[src/rtl/csr_access_arbiter.sv]
// CSR access arbiter: serialises pipeline CSR read-modify-writes (A) and FPU
// exception-flag merges (F) onto the single CSR file port. Every operation is
// a read cycle followed by a write cycle, so one completes every 3 cycles.
module csr_access_arbiter #(
  parameter logic [11:0] FFLAGS_ADDR  = 12'h001,
  parameter logic [11:0] FCSR_ADDR    = 12'h003,
  parameter int unsigned STARVE_LIMIT = 4
) (
  input  logic        clk,
  input  logic        rst,
  input  logic        a_valid_i,
  output logic        a_ready_o,
  input  logic [1:0]  a_op_i,
  input  logic [11:0] a_addr_i,
  input  logic [31:0] a_wdata_i,
  input  logic        a_wr_suppress_i,
  output logic        a_resp_valid_o,
  output logic [31:0] a_rdata_o,
  input  logic        f_valid_i,
  input  logic [4:0]  f_flags_i,
  output logic [11:0] csr_rd_addr_o,
  input  logic [31:0] csr_rd_data_i,
  output logic        csr_wr_en_o,
  output logic [11:0] csr_wr_addr_o,
  output logic [31:0] csr_wr_data_o,
  output logic        flags_pending_o,
  output logic        busy_o
);

  typedef enum logic [2:0] {StIdle, StARd, StAWr, StFRd, StFWr} state_e;

  localparam logic [3:0] StarveMax = 4'(STARVE_LIMIT);

  state_e      state_q, state_d;
  logic [4:0]  pend_q;
  logic [4:0]  snap_q;
  logic [3:0]  starve_q;
  logic [1:0]  op_q;
  logic [11:0] addr_q;
  logic [31:0] wdata_q;
  logic        sup_q;
  logic [31:0] old_q;
  logic [4:0]  f_in;
  logic        flush_req;
  logic        f_grant;
  logic        a_grant;

  // Grant decision uses only registered pend, so f_* never reaches csr_* outputs.
  always_comb begin
    f_in      = f_valid_i ? f_flags_i : 5'd0;
    flush_req = (pend_q != 5'd0) &&
                (!a_valid_i || (starve_q == StarveMax) ||
                 (a_addr_i == FFLAGS_ADDR) || (a_addr_i == FCSR_ADDR));
    f_grant   = (state_q == StIdle) && flush_req;
    a_grant   = (state_q == StIdle) && a_valid_i && !flush_req;
  end

  // State register.
  always_ff @(posedge clk) begin
    if (rst) state_q <= StIdle;
    else     state_q <= state_d;
  end

  // Next state and port outputs; everything is forced low during reset.
  always_comb begin
    state_d        = state_q;
    a_ready_o      = 1'b0;
    a_resp_valid_o = 1'b0;
    a_rdata_o      = '0;
    csr_rd_addr_o  = '0;
    csr_wr_en_o    = 1'b0;
    csr_wr_addr_o  = '0;
    csr_wr_data_o  = '0;
    unique case (state_q)
      StIdle: begin
        if (f_grant) begin
          state_d = StFRd;
        end else if (a_grant) begin
          state_d   = StARd;
          a_ready_o = 1'b1;
        end
      end
      StARd: begin
        csr_rd_addr_o = addr_q;
        state_d       = StAWr;
      end
      StAWr: begin
        a_resp_valid_o = 1'b1;
        a_rdata_o      = old_q;
        csr_wr_en_o    = (op_q != 2'b00) && !sup_q;
        csr_wr_addr_o  = addr_q;
        unique case (op_q)
          2'b01:   csr_wr_data_o = wdata_q;
          2'b10:   csr_wr_data_o = old_q | wdata_q;
          2'b11:   csr_wr_data_o = old_q & ~wdata_q;
          default: csr_wr_data_o = old_q;
        endcase
        state_d = StIdle;
      end
      StFRd: begin
        csr_rd_addr_o = FFLAGS_ADDR;
        state_d       = StFWr;
      end
      StFWr: begin
        csr_wr_en_o   = 1'b1;
        csr_wr_addr_o = FFLAGS_ADDR;
        csr_wr_data_o = {old_q[31:5], old_q[4:0] | snap_q};
        state_d       = StIdle;
      end
      default: state_d = StIdle;
    endcase
    if (rst) begin
      state_d        = StIdle;
      a_ready_o      = 1'b0;
      a_resp_valid_o = 1'b0;
      a_rdata_o      = '0;
      csr_rd_addr_o  = '0;
      csr_wr_en_o    = 1'b0;
      csr_wr_addr_o  = '0;
      csr_wr_data_o  = '0;
    end
  end

  // Datapath: pending flags, snapshot, captured A request, read data, starvation count.
  always_ff @(posedge clk) begin
    if (rst) begin
      pend_q   <= '0;
      snap_q   <= '0;
      starve_q <= '0;
      op_q     <= '0;
      addr_q   <= '0;
      wdata_q  <= '0;
      sup_q    <= 1'b0;
      old_q    <= '0;
    end else begin
      // Flags arriving during the snapshot cycle stay pending for the next flush.
      if (state_q == StFRd) begin
        snap_q <= pend_q;
        pend_q <= f_in;
        old_q  <= csr_rd_data_i;
      end else begin
        pend_q <= pend_q | f_in;
      end
      if (state_q == StARd) old_q <= csr_rd_data_i;
      if (a_grant) begin
        op_q    <= a_op_i;
        addr_q  <= a_addr_i;
        wdata_q <= a_wdata_i;
        sup_q   <= a_wr_suppress_i;
      end
      if (pend_q == 5'd0)                              starve_q <= '0;
      else if (f_grant)                                starve_q <= '0;
      else if (a_grant && (starve_q != StarveMax))     starve_q <= starve_q + 4'd1;
    end
  end

  assign flags_pending_o = !rst && (pend_q != 5'd0);
  assign busy_o          = !rst && (state_q != StIdle);

endmodule

[config.mk]
export PLATFORM = sky130hd
export DESIGN_NAME = csr_access_arbiter
export DESIGN_NICKNAME = d
export VERILOG_FILES = /design/src/rtl/csr_access_arbiter.sv
export SDC_FILE = /design/constraint.sdc
export NUM_CORES = 1
export LEC_CHECK = 0
export BUFFER_PORTS_ARGS = -buffer_cell sky130_fd_sc_hd__clkbuf_2
export CORE_MARGIN = 10
export CORE_UTILIZATION = 46
export DETAILED_ROUTE_END_ITERATION = 8
export PLACE_DENSITY = 0.77
export SYNTH_ARGS = -nofsm -noshare
export SYNTH_HDL_FRONTEND = slang
export SYNTH_SLANG_ARGS = --single-unit
export TNS_END_PERCENT = 100
[constraint.sdc]
create_clock -name clk -period 1.8 [get_ports clk]
set_clock_uncertainty 0.1 [all_clocks]
set_input_delay 0.36 -clock clk [delete_from_list [all_inputs] [get_ports clk]]
set_output_delay 0.36 -clock clk [all_outputs]
set_load 0.01 [all_outputs]
# [After elaboration in Yosys (flattened, before gate mapping)]
# Cells that the tools add are included.
[totals] regBits=96 input_bits=88
[op_classes] addsub=1 eq_ne=12 muxes=24 n_bitwise=5 n_reduce_logical=22
[op_table] cell="32-bit two-way mux" n=5
[op_table] cell="32-bit one-hot mux with 3 select lines" n=1
[op_table] cell="32-bit one-hot mux with 2 select lines" n=1
[op_table] cell="12-bit one-hot mux with 2 select lines" n=2
[op_table] cell="32-bit AND" n=1
[op_table] cell="32-bit NOT" n=1
[op_table] cell="32-bit OR" n=1
[op_table] cell="12-bit two-way mux" n=2
[op_table] cell="12-bit by 1-bit == test with 1-bit output, second input constant" n=1
[op_table] cell="12-bit by 2-bit == test with 1-bit output, second input constant" n=1
[op_table] cell="5-bit two-way mux" n=2
[op_table] cell="5-bit OR" n=2
[op_table] cell="3-bit one-hot mux with 3 select lines" n=1
[op_table] cell="1-bit logical AND" n=8
[op_table] cell="1-bit two-way mux" n=7
[op_table] cell="3-bit by 2-bit == test with 1-bit output, second input constant" n=2
[op_table] cell="3-bit two-way mux" n=2
[op_table] cell="5-bit zero test" n=1
[op_table] cell="5-bit nonzero test" n=1
[op_table] cell="4-bit by 1-bit adder with 4-bit output, second input constant" n=1
[op_table] cell="2-bit == test, second input constant" n=2
[op_table] cell="4-bit by 3-bit == test with 1-bit output, second input constant" n=1
[op_table] cell="1-bit zero test" n=4
[op_table] cell="4-bit by 3-bit != test with 1-bit output, second input constant" n=1
[op_table] cell="10 further kinds" n=13

# [Logic depth before layout (Yosys ltp)]
[depth] depth_word=11 depth_mapped=8

# [Worst setup path after synthesis]
# No wires, ideal clock.
[synth_timing] kind="register to output" start="register state_q[1]" end="output csr_wr_data_o[10]" stages_incl_launch_ff=6 arrival_ns=1.566 n_path_buf=3 setup_slack_ns=-0.226 path_cell_list="dfxtp_1 > buf_2 > or4b_1 > clkbuf_1 > clkbuf_1 > o21ai_0"
[synth_between] elab_chain_cells=3 word_cells_on_any_way=4 cone_classes="eq/ne (2); mux (2)"
[synth_lines] item="start, declared" line_no="34" rtl="state_e state_q, state_d;"
[synth_lines] item="start signal, assigned" line_no="60" rtl="if (rst) state_q <= StIdle;"
[synth_lines] item="start signal, assigned" line_no="61" rtl="else state_q <= state_d;"
[synth_lines] item="3-bit == test / 3-bit by 2-bit == test with 1-bit output (equally long branches)" line_no="74" rtl="unique case (state_q)"
[synth_lines] item="32-bit one-hot mux with 2 select lines (*)" line_no="74"
[synth_lines] item="32-bit two-way mux (*)" line_no="112" rtl="if (rst) begin"
[synth_lines] item="end, declared" line_no="25" rtl="output logic [31:0] csr_wr_data_o,"
# Mark *: on every way between the ends. The rest lies on a longest branch, timed or not.

# [Worst setup path after layout]
[layout_timing] start="register state_q[0]" end="output csr_wr_data_o[29]"
# Same word-level chain as after synthesis.

==> reports/summary.md <==
• **number of antenna violations at the first check in global routing** 0
• **Non-Filler Instances** 1,002
• **async set or reset register ratio after synthesis** 0
• **slowest cell delay on critical path** 0.60 ns
• **Top Ports** 181
• **cell taking the most area after synthesis** sky130_fd_sc_hd__dfxtp_1
• **max-slew violation count** 0
• **worst setup path category** reg2out
• **Worst-path clk slew** 0.07 ns
• **slowest stage cell, crit path** sky130_fd_sc_hd__or4b_4
• **most used standard cell by instance count after synthesis** sky130_fd_sc_hd__dfxtp_1
• **number of nets in the layout** 949
• **Critical Path Source Type** flip-flop
• **fraction of layout instances using a drive strength above 1** 0.416
• **total number of clock tree sinks** 96
• **max_slew headroom** 0.716
• **post-DP HPWL** 12,200 um
• **width of the chip** 126 um
• **pin count of the biggest net entering global routing** 145
• **distinct cell type count after synthesis** 47
• **via total after detailed routing** 5,476
• **synthesized area divided by synthesized cell count** 7.95 um2
• **detailed-route vias per instance** 5.47
• **Area contributors post-synth** sky130_fd_sc_hd__dfxtp_1 37%, sky130_fd_sc_hd__nand2b_1 11%, sky130_fd_sc_hd__mux2i_1 9.8%, sky130_fd_sc_hd__nand2_1 6.9%, sky130_fd_sc_hd__and2_1 6.5%
• **Clock Tree Root** sky130_fd_sc_hd__clkbuf_16
• **RePlAce Congestion** 0.842
• **shortest period the worst path allows** 2.27 ns
• **class of the tightest hold or removal check** in2reg
• **leading cell types by count after synthesis** 96 x sky130_fd_sc_hd__dfxtp_1, 95 x sky130_fd_sc_hd__nand2_1, 95 x sky130_fd_sc_hd__nand2b_1
• **Max VDD drop** 0.000482 V
• **Max Cap Violations** 0
• **leakage dissipation** 3.41 nW
• **ANT nets after route** 0
• **global-route wire length before repair** 28,000 um
• **TritonCTS Buffers** 9
• **count of final hold-check violations** 0
• **count of warnings emitted by yosys** 0
• **Final Util** 0.725
• **area of the placeable core** 10,900 um2
• **overall power of the completed layout** 6.53 mW
• **status** complete, but fails checks
• **Initial Util** 0.475
• **Vert. Die Dim** 126 um
• **failing checks** setup timing
• **number of diodes** 0
• **maximum operating frequency** 440 MHz
• **syn nets** 743
• **number of DRC markers after the initial detailed-route iteration** 367
• **RSZ-0062 raised after global routing** true
• **GRT overflow** 0
• **Pwr per Cell Area** 824 nW/um2
• **Final setup violation count** 140
• **synthesized area** 5190 um2
• **number of instances in the synthesized netlist** 653
• **number of enable-type register cells in the synthesized netlist** 0
• **setup TNS** -41.53 ns
• **crit path cell chain** or4b_4 > buf_4 > o21ai_1 > clkbuf_2
• **clock tree from TritonCTS** yes
• **maximum level of the CTS H-tree** 3
• **Arr. time, crit path** 1.81 ns
• **count of standard-cell rows** 38
• **Layout area overhead** 52.6%
• **Routed WL per cell** 18.4 um
• **transition time of the tightest slew-check pin** 0.424 ns
• **Hold Buf Count CTS** 0
• **area share of the leading cell type in the synthesized netlist** 0.370
• **top_reg_cell synth** sky130_fd_sc_hd__dfxtp_1
• **crit share post-route** 1.26
• **first drt pass iteration count** 5
• **placed cells** 970
• **via count of the first global-routing pass** 5,484
• **sequential-to-total area share from yosys stat** 0.370
• **maximum fanout along the worst path** 11
• **Seq cells post-synth** 96
• **Die ar.** 15,900 um2
• **final WL** 18,400 um
• **gr usage total** 0.211
• **least setup slack across all paths after layout** -0.473 ns
• **cell class contributing the biggest share of worst-path delay** simple AND/OR/NAND/NOR gates
• **later-pin clock latency in the skew report** 0.34 ns
• **number of buffers and inverters on the critical path** 2
• **required time at the endpoint of the critical path** 1.34 ns
• **endpoint class of the critical path** output port
• **post-route DRC violation count** 0
• **filler cell count** 793
• **maximum buffer depth of the clock tree** 2
• **count of buffers inserted at the top-level ports** 180
[state kept, by name, summed over array words and instances, names as in the netlist]
name      count
state_q       3
wdata_q      32
starve_q      4
addr_q       12
op_q          2
sup_q         1
pend_q        5
old_q        32
snap_q        5
[logic make-up after synthesis]
| kind of cell | after synthesis | share of synthesized area |
|---|---|---|
| AO/OA/AOI/OAI | 155 | 0.175 |
| flip-flops | 96 | 0.370 |
| buffers and inverters | 61 | 0.0504 |
| XOR/XNOR | 1 | 0.00169 |
| AND/OR/NAND/NOR | 287 | 0.299 |
| multiplexers | 51 | 0.0983 |
| adder cells (fa/ha/maj) | 2 | 0.00482 |
[what timing repair did]
| item | in CTS | in global routing |
|---|---|---|
| pin swaps | 23 | 8 |
| gates resized for setup | 66 | 130 |
| gates cloned | 7 | 1 |
| setup endpoints to repair | 143 | 144 |
| hold endpoints to repair | 0 | 0 |
| buffers inserted | 9 | 8 |
[report_power, final]
group | switching [mW] | internal [mW]
clock network | 0.816 | 1.24
logic | 0.966 | 0.948
registers | 0.211 | 2.36
total | 1.99 | 4.54
[worst paths after layout]
| check | slack, ns | end | from | depth (start not counted) |
|---|---|---|---|---|
| worst max-delay path | -0.47 | csr_wr_data_o[29] | state_q[0] | 4 |
| worst min register to register | 0.39 | wdata_q[19] | wdata_q[19] | 2 |
| worst max register to register | -0.21 | addr_q[2] | pend_q[3] | 7 |
| worst min-delay path | 0.14 | old_q[21] | csr_rd_data_i[21] | 3 |
[worst reg2reg max path, delay by kind of cell (launching register included)]
| family | cells | cell delay [ns] |
|---|---|---|
| and+or+nand+nor | 2 | 0.72 |
| muxes | 1 | 0.20 |
| buffers and inverters | 3 | 0.45 |
| AOI/OAI and AO/OA | 1 | 0.14 |
| DFF | 1 | 0.32 |
[per-stage QoR]
step                      hold slack, ns  area, um2  worst slack [ns]
after detailed placement           0.369       6730            -0.500
after global placement             0.361       6730            -0.465
after floorplan                    0.333       5470            -0.104
after global routing               0.145       7920            -0.522
final                              0.142       7920            -0.473
after CTS                          0.137       7600            -0.478
[metal layers]
metal / global-route usage / vias to the layer above / part of all wire
met5: 0 / - / 0
met4: 0.0991 / 0 / 0.033
met3: 0.0474 / 45 / 0.062
met2: 0.359 / 239 / 0.50
met1: 0.245 / 2579 / 0.41
li1: - / 2613 / -
[final cells by class]
cell class / count / area, um2 / share of cell area
timing repair buffer: 250 / 2110 / 0.266
multi-input combinational: 496 / 3370 / 0.426
inverter: 6 / 27.5 / 0.00347
tap: 140 / 175 / 0.0221
clock inverter: 4 / 70.1 / 0.00884
clock buffer: 10 / 239 / 0.0302
sequential: 96 / 1930 / 0.243
[cell usage in the layout, fill, tap and decap left out, types with 5 or more instances in the layout]
master,count
sky130_fd_sc_hd__buf_2,8
sky130_fd_sc_hd__a22oi_1,37
sky130_fd_sc_hd__buf_8,19
sky130_fd_sc_hd__dfxtp_2,6
sky130_fd_sc_hd__o21ai_4,6
sky130_fd_sc_hd__o21ai_0,37
sky130_fd_sc_hd__clkbuf_16,10
sky130_fd_sc_hd__nor2_1,14
sky130_fd_sc_hd__clkbuf_8,5
sky130_fd_sc_hd__clkbuf_2,116
sky130_fd_sc_hd__nand2_1,93
sky130_fd_sc_hd__buf_4,40
sky130_fd_sc_hd__a21oi_1,36
sky130_fd_sc_hd__and2_4,50
sky130_fd_sc_hd__buf_6,51
sky130_fd_sc_hd__nand2b_1,94
sky130_fd_sc_hd__mux2i_1,50
sky130_fd_sc_hd__o21ai_2,7
sky130_fd_sc_hd__buf_12,7
sky130_fd_sc_hd__dfxtp_1,90
sky130_fd_sc_hd__o21ai_1,19
No activity file was read; power rests on OpenSTA's default activity.
